**src/rtl/stack_controller.sv**
```systemverilog
// -----------------------------------------------------------------------------
// stack_controller
//
// Sequences push/pop/peek on a downward-growing hardware stack. It shares the
// single-port 256x16 data memory between stack traffic and ordinary
// loads/stores, and stalls the upstream stage when both need the port in the
// same cycle.
//
// Parameters:
//   STACK_BASE   bottom (first) stack slot; an empty stack has SP == STACK_BASE
//   STACK_LIMIT  lowest usable slot (must be >= 1); full when SP == STACK_LIMIT-1
//
// Ports:
//   CLK, RST                clock, synchronous active-high reset
//   stack_command/stack_ctl stack request; 00 none, 01 push, 10 pop, 11 peek
//   push_data               value to push
//   data_read/data_write    ordinary access requests (write wins if both)
//   data_addr/data_wdata    ordinary access address / write data
//   mem_rdata               memory read data, valid one cycle after mem_re
//   mem_addr/mem_wdata/mem_we/mem_re  memory port (combinational)
//   stall                   upstream stage holds this cycle (combinational)
//   pop_data/pop_valid      popped or peeked value; pop_data is 0 when not valid
//   stack_pointer           next free slot (registered)
//   overflow/underflow      sticky error flags (registered)
//
// Build option:
//   STACK_GUARD_EN  defined: full/empty checks and sticky overflow/underflow.
//                   undefined: push/pop always execute, SP wraps modulo 256,
//                   and both flags stay 0.
//
// state        | meaning
// -------------+-------------------------------------------------------------
// ST_IDLE      | accept stack op or pass ordinary access straight through
// ST_POP_WAIT  | stack read data returning; present pop_data, serve data access
// ST_DATA_PEND | push took the port last cycle; serve the held data access
// -----------------------------------------------------------------------------
module stack_controller #(
  parameter logic [7:0] STACK_BASE  = 8'hFF,
  parameter logic [7:0] STACK_LIMIT = 8'hC0
) (
  input  logic        CLK,
  input  logic        RST,
  input  logic        stack_command,
  input  logic [1:0]  stack_ctl,
  input  logic [15:0] push_data,
  input  logic        data_read,
  input  logic        data_write,
  input  logic [7:0]  data_addr,
  input  logic [15:0] data_wdata,
  input  logic [15:0] mem_rdata,
  output logic [7:0]  mem_addr,
  output logic [15:0] mem_wdata,
  output logic        mem_we,
  output logic        mem_re,
  output logic        stall,
  output logic [15:0] pop_data,
  output logic        pop_valid,
  output logic [7:0]  stack_pointer,
  output logic        overflow,
  output logic        underflow
);

`ifdef STACK_GUARD_EN
  localparam bit GUARD_EN = 1'b1;
`else
  localparam bit GUARD_EN = 1'b0;
`endif

  typedef enum logic [1:0] {
    ST_IDLE      = 2'd0,
    ST_POP_WAIT  = 2'd1,
    ST_DATA_PEND = 2'd2
  } state_t;

  state_t     state_q, state_d;
  logic [7:0] sp_q, sp_d;
  logic       ovf_q, ovf_d;
  logic       unf_q, unf_d;

  logic op_push, op_read, op_pop, full, empty;

  assign op_push = stack_command && (stack_ctl == 2'b01);
  assign op_read = stack_command && stack_ctl[1];
  assign op_pop  = stack_command && (stack_ctl == 2'b10);

  // With the guard disabled these are constant 0, so every op executes and
  // the flags can never set.
  assign full  = GUARD_EN && (sp_q == (STACK_LIMIT - 8'd1));
  assign empty = GUARD_EN && (sp_q == STACK_BASE);

  always_comb begin
    state_d   = state_q;
    sp_d      = sp_q;
    ovf_d     = ovf_q;
    unf_d     = unf_q;
    // Default port behaviour is ordinary-access pass-through.
    mem_addr  = data_addr;
    mem_wdata = data_wdata;
    mem_we    = data_write;
    mem_re    = data_read & ~data_write;
    stall     = 1'b0;
    pop_valid = 1'b0;

    case (state_q)
      ST_IDLE: begin
        if (op_push) begin
          if (full) begin
            ovf_d = 1'b1;
          end else begin
            mem_we    = 1'b1;
            mem_re    = 1'b0;
            mem_addr  = sp_q;
            mem_wdata = push_data;
            sp_d      = sp_q - 8'd1;
            if (data_read || data_write) begin
              stall   = 1'b1;
              state_d = ST_DATA_PEND;
            end
          end
        end else if (op_read) begin
          if (empty) begin
            unf_d = 1'b1;
          end else begin
            mem_we   = 1'b0;
            mem_re   = 1'b1;
            mem_addr = sp_q + 8'd1;
            if (op_pop) sp_d = sp_q + 8'd1;
            stall    = 1'b1;
            state_d  = ST_POP_WAIT;
          end
        end
      end
      ST_POP_WAIT: begin
        // The held stack command belongs to the same instruction; ignore it.
        pop_valid = 1'b1;
        state_d   = ST_IDLE;
      end
      ST_DATA_PEND: begin
        state_d = ST_IDLE;
      end
      default: begin
        state_d = ST_IDLE;
      end
    endcase

    // Reset aborts whatever is in flight; nothing reaches the port.
    if (RST) begin
      mem_we    = 1'b0;
      mem_re    = 1'b0;
      stall     = 1'b0;
      pop_valid = 1'b0;
    end
  end

  assign pop_data = pop_valid ? mem_rdata : 16'h0000;

  always_ff @(posedge CLK) begin
    if (RST) begin
      state_q <= ST_IDLE;
      sp_q    <= STACK_BASE;
      ovf_q   <= 1'b0;
      unf_q   <= 1'b0;
    end else begin
      state_q <= state_d;
      sp_q    <= sp_d;
      ovf_q   <= ovf_d;
      unf_q   <= unf_d;
    end
  end

  assign stack_pointer = sp_q;
  assign overflow      = ovf_q;
  assign underflow     = unf_q;

endmodule

```
**config.mk**
```make
export PLATFORM = sky130hd
export DESIGN_NAME = stack_controller
export DESIGN_NICKNAME = d
export VERILOG_FILES = /design/src/rtl/stack_controller.sv
export SDC_FILE = /design/constraint.sdc
export NUM_CORES = 1
export LEC_CHECK = 0
export ABC_AREA = 1
export ABC_CLOCK_PERIOD_IN_PS = 1400
export CORE_MARGIN = 1.5
export CORE_UTILIZATION = 32
export DETAILED_ROUTE_END_ITERATION = 8
export GPL_ROUTABILITY_DRIVEN = 0
export GPL_TIMING_DRIVEN = 0
export PLACE_DENSITY = 0.81
export SLEW_MARGIN = 20
export SYNTH_ARGS = -nofsm -noshare
export SYNTH_HDL_FRONTEND = slang
export SYNTH_SLANG_ARGS = --single-unit
```
**constraint.sdc**
```tcl
create_clock -name CLK -period 1.4 [get_ports CLK]
set_input_delay 0.21 -clock CLK [delete_from_list [all_inputs] [get_ports CLK]]
set_output_delay 0.21 -clock CLK [all_outputs]
set_load 0.01 [all_outputs]
```
==> impl_summary.md, run 1 <==
Setup path
The highest fanout seen on the critical path is 7. Data arrives at the worst endpoint at 1.88 ns. The critical path launch point is state_q[1]. In this run the worst setup path terminates at stack_pointer[3]. The worst reg-to-reg setup slack is -0.37 ns. The destination of the worst register-to-register timing path is stack_pointer[3]. The data required time of the worst path is 1.51 ns.

The worst setup path is of the flip-flop to flip-flop kind. The critical register-to-register path startpoint is state_q[1]. STA classifies the critical path startpoint as a flip-flop. The worst setup path is captured at a flip-flop. Measured in cells, the most critical reg-to-reg path has a length of 9.

Placement
The final HPWL from detailed placement is 3717 µm. The placed instance count is 414. The minimum setup slack after placement is -0.9955 ns. The instance area at placement is 2531 µm².

The number of buffers added on ports is 114.

Routing
The via total after detailed routing is 2264. The post-detailed-routing wire length is 6754 µm. The average wire per cell in the routed design is 15.04 µm. The detailed router finished its first iteration with 188 violations. The count of nets left with antenna violations once routing finished came out at 0. For this run, the detailed router's first-pass iteration total came to 4. The mean number of vias per cell is 5.042.

In the routed design, unresolved DRC markers number 0.

Synthesis
The number of cells produced by synthesis is 249. The synthesized area per cell is 5.316 µm². For this run, the register share of the synthesized area comes to 15.12%. The synthesized netlist occupies a cell area of 1324 µm². The count of synthesis-stage warnings from yosys is 0. The number of distinct standard cells referenced by the synthesized netlist is 28. Counting flops and latches in the post-synthesis netlist gives 10.

Power
The static leakage is 1.560 nW. The power consumption is 1.750 mW. VDD sags by at most 0.3613 mV. The power per standard cell area is 579.2 nW/µm².

Global routing
The maximum number of pins on one net before global-route repair is 11. The wire length of the first global-routing pass is 8928 µm. The total routing resource utilization after global routing is 24.90%.

The number of antenna violations at the first check in global routing is 0. The via count of the first global-routing pass came to 2089. The total overflow left after global routing is 0.

Clock tree
The maximum clock insertion buffer count is 2. The number of H-tree levels is 1. Buffers inserted to repair hold after CTS numbered 0.

The number of sinks on the clock net is 10. The root buffer cell chosen for the clock tree is clkbuf_8. TritonCTS built the clock tree. The number of clock buffers inserted by TritonCTS is 3.

Clock-pin slew was measured on the worst setup and hold paths at 0.06 ns. The clock insertion delay at the later pin of the skew report is 0.25 ns.

Timing
Setup violations remaining at the end of the flow were counted as 51. The number of failing hold endpoints at the final stage came to 0. Across all setup checks in the final design, the least slack found is -0.3701 ns. The max-slew violation count is 0. The clock tree skew after final layout is 0.001761 ns.

Setup repair after global routing could not meet its margin everywhere. After layout, the worst path uses 126.4% of the clock period. The final critical path time including I/O delays and setup is 1.770 ns. Timing would allow up to 564.9 MHz.

Die
The core area is 4000 µm². The height of the chip is 67.32 µm. In this run the horizontal extent of the chip is 67.32 µm. The full die area is 4531 µm². The top-level port count is 117. Once the floorplan was initialized, standard cells occupied 33.09% of the core. The floorplan has 23 rows.

Layout
The sequential standard cell area is 222.7 µm². Once layout is done, the placed cells without fillers occupy 3022 µm². The number of antenna diodes in the final layout is 0.

Leaving out fill and tap cells, the most frequent cell in the layout is nand2_1. The post-route netlist has 44.36% of its cells at a drive strength greater than 1. The total of fill cells in the finished design is 275.

Excluding fillers, the count of instances in the completed layout stands at 449. Summing all multi-input logic gate instances after layout gives 1181 µm². Leaving out fill and tap cells, the most frequent cells in the layout are nand2_1, clkdlybuf4s50_1, buf_2, inv_1.

The final-stage net count is 465. From synthesis to final layout, the design area changed by 128.3%.

Outcome
The checks that failed: setup timing. The flow ran to the end, but the final reports show violations.

Job
The number of max-cap violations is 0.

Hold path
The kind of path behind the tightest hold check is flip-flop to flip-flop.
==> through the flow <==
| step | util [%] | TNS, ns | hold slack (ns) |
|---|---|---|---|
| 3_3_place_gp | 63.28 | -37.57 | 0.5152 |
| 2_1_floorplan | - | -0.005387 | 0.3381 |
| 5_1_grt | 75.54 | -13.93 | 0.4664 |
| 4_1_cts | 69.28 | -7.970 | 0.4513 |
| 3_5_place_dp | 63.28 | -38.23 | 0.5340 |
| 6_report | 75.54 | -11.88 | 0.4569 |
==> layout make-up <==
class                      count  share of cell area, %
timing repair buffer         145                  41.37
multi-input combinational    193                  39.09
sequential                    10                  7.371
inverter                      38                  4.928
buffer                         9                  3.354
tap                           50                  2.070
clock buffer                   4                  1.822
==> synthesized netlist by cell type (all sizes together) <==
cell     n  area (µm²)
o221ai   1       8.760
nor2    35       153.9
buf      6       38.78
nand4    2       12.51
xor2     2       17.52
conb     1       3.750
ha       2       25.02
xnor2    1       8.760
nand3   22       122.6
o21ai   16       87.58
dfxtp   10       200.2
a21oi    6       30.03
o211ai   6       65.06
nor4     1       12.51
inv     38       142.6
clkbuf   3       12.51
nor3     2       20.02
nand2   95       361.6
==> state kept, by name, summed over array words and instances (netlist names) <==
name	cells
stack_pointer	8
state_q	2
==> metal layers <==
layer  routed length [µm]  vias to the layer above  track usage (%)  share of wire, %
li1                     -                     1072                -                 -
met1                 2587                     1039            29.22                38
met2                 3488                      132            46.53                52
met3                  476                       21            2.833               7.0
met4                  202                        0            8.163               3.0
met5                    0                        -                0                 0
==> report_power, final <==
part / leakage [nW] / internal (mW) / switching, mW
sequential: 0.0819 / 0.309 / 0.0463
combinational: 1.45 / 0.500 / 0.504
clock: 0.0288 / 0.249 / 0.141
total: 1.56 / 1.06 / 0.692
==> worst min-delay path by stage <==
stage	from	slack [ns]	cells past startpoint	to
after CTS	state_q[0]	0.45	1	state_q[1]
after global placement	state_q[0]	0.52	1	state_q[1]
final	state_q[1]	0.46	1	state_q[1]
after floorplan	RST	0.34	2	stack_pointer[2]
after global routing	state_q[1]	0.47	1	state_q[1]
after detailed placement	state_q[0]	0.53	1	state_q[1]
==> critical path, stage by stage (launching register included) <==
cell,delay (ns)
dfxtp_4,0.36
nor2_4,0.21
nand2_4,0.10
buf_6,0.13
buf_6,0.11
buf_6,0.12
o21ai_4,0.26
nand2_1,0.10
nand2_1,0.11
nand3_1,0.12
==> repair_timing <==
action                                  4_1_cts  5_1_grt
setup buffers                                21        7
endpoints found under the setup margin       58       58
pin swaps                                    33       12
cloned                                        1        2
resized for setup                           260       44
==> logic make-up (layout without fill, tap and decap cells) <==
logic type	count (synthesis)	count (layout)	synth area share [%]
buffers and inverters	47	196	14.65
adders and majority gates	2	2	1.890
and+or+nand+nor	157	157	51.61
other	1	2	0.2833
DFF	10	10	15.12
xor gates and xnor gates	3	3	1.985
AOI/OAI and AO/OA	29	29	14.46
Power figures use the tool's default switching activity.
==> inputs of run 2 (changes only) <==
--- a/config.mk
+++ b/config.mk
@@ -13,6 +13,7 @@
 export GPL_ROUTABILITY_DRIVEN = 0
 export GPL_TIMING_DRIVEN = 0
 export PLACE_DENSITY = 0.81
+export SKIP_CTS_REPAIR_TIMING = 1
 export SLEW_MARGIN = 20
 export SYNTH_ARGS = -nofsm -noshare
 export SYNTH_HDL_FRONTEND = slang
==> run 2 against run 1 <==
Effect of this change:
- the flow still finishes with violations (setup timing)
- final cell count decreased by 1.8%
- non-clock buffer count decreased by 8
- sequential power decreased by 1%
- total power decreased by 6.4%
- first-iteration DRC count increased by 49%
- clock power decreased by 3%
- die area unchanged
- fmax increased by 1.6%
- global-route usage decreased by 4.3 points
- cell area decreased by 4.9%
- critical endpoint is now mem_addr[1]
- register-to-register slack improved by 0.33 ns
==> impl_summary.md, run 2 (synthesized netlist as in run 1, its figures left out) <==
Layout
The number of diodes came to 0 (unchanged). The share of final-layout standard cells stronger than drive strength 1 came to 38.87% (-5.5 points). The flip-flop count of the largest register, all copies and words added is 8 (unchanged). The growth of design area from synthesis to finish is 117.0%. The final-stage net count came to 457 (-1.7%). Leaving out fill and tap cells, the most frequent cells in the layout are nand2_1, clkdlybuf4s50_1, buf_2, inv_1, nand3_1. The total of fill cells in the finished design is 312 (+13%). The library cell used most frequently in the layout, excluding fill and tap cells, is nand2_1.

Placement
The number of buffers added on ports came to 114 (unchanged). The final HPWL from detailed placement is 3717 µm (unchanged).

Global routing
The number of antenna violations at the first check in global routing is 0 (unchanged). The via count of the first global-routing pass came to 1778 (-15%). The wire length of the first global-routing pass is 7438 µm (-17%). The total routing resource utilization after global routing was 20.61% (-4.3 points).

The sum of overflow across all layers after global routing is 0 (unchanged). The maximum number of pins on one net before global-route repair was 11 (unchanged).

Outcome
The flow ran to the end, but the final reports show violations. The checks that failed: setup timing.

Hold path
The worst hold path startpoint is stack_ctl[0]. In this run the worst hold path is classified as input pin to flip-flop. The count of cells along the worst hold path is 4 (+3). The hold path endpoint is stack_pointer[4].

Setup path
The arrival time at the worst endpoint is 1.53 ns (-0.35 ns). The highest fanout seen on the critical path is 6 (-1). The critical path endpoint category is an output port.

The worst register-to-register path ends at stack_pointer[2]. The worst reg-to-reg setup slack is -0.04 ns (+0.33 ns). The worst register-to-register path begins at state_q[0]. The type of the setup path with the least slack is flip-flop to output port. The cell depth of the worst flop-to-flop path was 7 (-2).

The startpoint kind of the worst setup timing path is a flip-flop. The data required time of the worst path came to 1.19 ns (-0.32 ns).

Power
The switching power of the nets is 0.6208 mW (-10%). The combinational share of power is 55.4% (-2.0 points). The power per standard cell area was 570.2 nW/µm² (-1.5%). The switching power as a share of total power came to 37.90% (-1.6 points). The power consumption is 1.638 mW (-6.4%). The static leakage is 1.527 nW (-2.1%). The worst supply voltage drop on vdd came to 0.3433 mV (-5.0%). The clock network fraction of design power is 23.2% (+0.9 points).

The sequential share of power is 21.4% (+1.1 points). The internal power is 1.017 mW (-3.9%).

Timing
The clock tree skew after final layout came to 0.003058 ns (+0.001297 ns). The final worst-path setup slack is -0.3426 ns (+0.02749 ns). The number of failing hold endpoints at the final stage is 0 (unchanged). The final worst-path cycle share is 124.5% (-2.0 points). The final critical path time including I/O delays and setup is 1.743 ns (-0.02749 ns). The final-layout setup total negative slack is -7.643 ns (+4.239 ns). The highest clock frequency the design can meet is 573.8 MHz (+1.6%).

The max-slew violation count is 0 (unchanged). Setup repair after global routing could not meet its margin everywhere. The final number of setup-violating endpoints was 45 (-12%).

Die
The top-level port count is 117 (unchanged). The full die area is 4531 µm² (unchanged). The core area is 4000 µm² (unchanged). The initial standard-cell utilization of the core is 33.09% (unchanged). The floorplan die width was 67.32 µm (unchanged). The height of the chip is 67.32 µm (unchanged). The placement row count is 23 (unchanged).

Clock tree
The number of H-tree levels came to 1 (unchanged). The root buffer cell chosen for the clock tree is clkbuf_8. The number of sinks on the clock net is 10 (unchanged). The clock transition time at the flip-flop clock pins of the worst setup and hold paths came to 0.06 ns (about the same).

The TritonCTS clock tree is built. The number of clock buffers inserted by TritonCTS is 3 (unchanged). The maximum clock insertion buffer count is 2 (unchanged). The clock insertion delay at the later pin of the skew report came to 0.24 ns (about the same).

Routing
The residual DRC count is 0 (unchanged). The post-detailed-routing wire length is 5847 µm (-13%). The average wire per cell in the routed design is 13.26 µm (-12%).

The count of TritonRoute iterations in the first routing pass came to 5 (+1). The mean number of vias per cell was 4.850 (-3.8%). The violation count after the first detailed-route iteration is 280 (+49%). The via total after detailed routing was 2139 (-5.5%).

The remaining antenna violation count is 0 (unchanged).

Job
The number of max-cap violations was 0 (unchanged).
## run 2: cell count changes in the layout (fill, tap and decap cells not counted), moves of 6 or more
| cell | change |
|---|---|
| a21oi_1 | +6 |
| nand2_2 | -7 |
| nand2_1 | +8 |
| a21oi_2 | -6 |
| nor2_2 | +6 |
| nor2_1 | -7 |
## run 2: layer usage
metal / vias up / GRT usage (%) / part of all wire (%)
li1: 1060 / - / -
met1: 981 / 26.38 / 39
met2: 96 / 35.89 / 55
met3: 2 / 2.000 / 6.4
met4: 0 / 7.143 / 0.53
met5: - / 0 / 0
## run 2: how the worst max path moves through the flow
stage / startpoint / to
after floorplan: state_q[0] / pop_data[10]
after global placement: stack_ctl[0] / mem_wdata[14]
after detailed placement: stack_ctl[0] / mem_wdata[14]
after CTS: stack_ctl[0] / mem_wdata[14]
after global routing: state_q[0] / mem_addr[1]
final: state_q[0] / mem_addr[1]
## run 2: through the flow
stage / hold WS (ns) / cells / instance area, µm² / utilization, % / setup slack [ns]
6_report: 0.3999 / 441 / 2873 / 71.82 / -0.3426
3_3_place_gp: 0.5152 / 414 / 2531 / 63.28 / -0.9843
2_1_floorplan: 0.3381 / 250 / 1328 / - / -0.0005387
4_1_cts: 0.5350 / 418 / 2586 / 64.65 / -1.006
3_5_place_dp: 0.5340 / 414 / 2531 / 63.28 / -0.9955
5_1_grt: 0.4441 / 441 / 2873 / 71.82 / -0.3819
## run 2: power by group through the flow
stage          Sequential, mW  Combinational (mW)  Clock, mW
3_3_place_gp            0.347               0.811          0
2_1_floorplan           0.351               0.376          0
3_5_place_dp            0.348               0.820          0
5_1_grt                 0.353               0.992      0.392
4_1_cts                 0.342               0.825      0.379
6_report                0.350               0.908      0.380
## run 2: worst max-delay path: stages, from the launching register on
cell	delay [ns]
dfxtp_4	0.36
nor2_4	0.14
buf_4	0.16
nand2_8	0.07
clkinvlp_4	0.12
buf_4	0.15
nand2_1	0.07
o211ai_2	0.07
buf_2	0.15
## run 2: final cells by class
type	count	area, µm²	share of cell area [%]
flip-flops and latches	10	221.5	7.709
well taps	50	62.56	2.178
repair buffers	137	1176	40.94
inverters	38	148.9	5.183
clock buffers	4	55.05	1.916
multi-input cells	193	1115	38.81
plain buffers	9	93.84	3.267
==> inputs of run 3 (changes only) <==
--- a/config.mk
+++ b/config.mk
@@ -13,6 +13,7 @@
 export GPL_ROUTABILITY_DRIVEN = 0
 export GPL_TIMING_DRIVEN = 0
 export PLACE_DENSITY = 0.81
+export RECOVER_POWER = 50
 export SKIP_CTS_REPAIR_TIMING = 1
 export SLEW_MARGIN = 20
 export SYNTH_ARGS = -nofsm -noshare
==> results of run 3 <==
The final DEF is identical to that of run 2; final timing and power are the same.
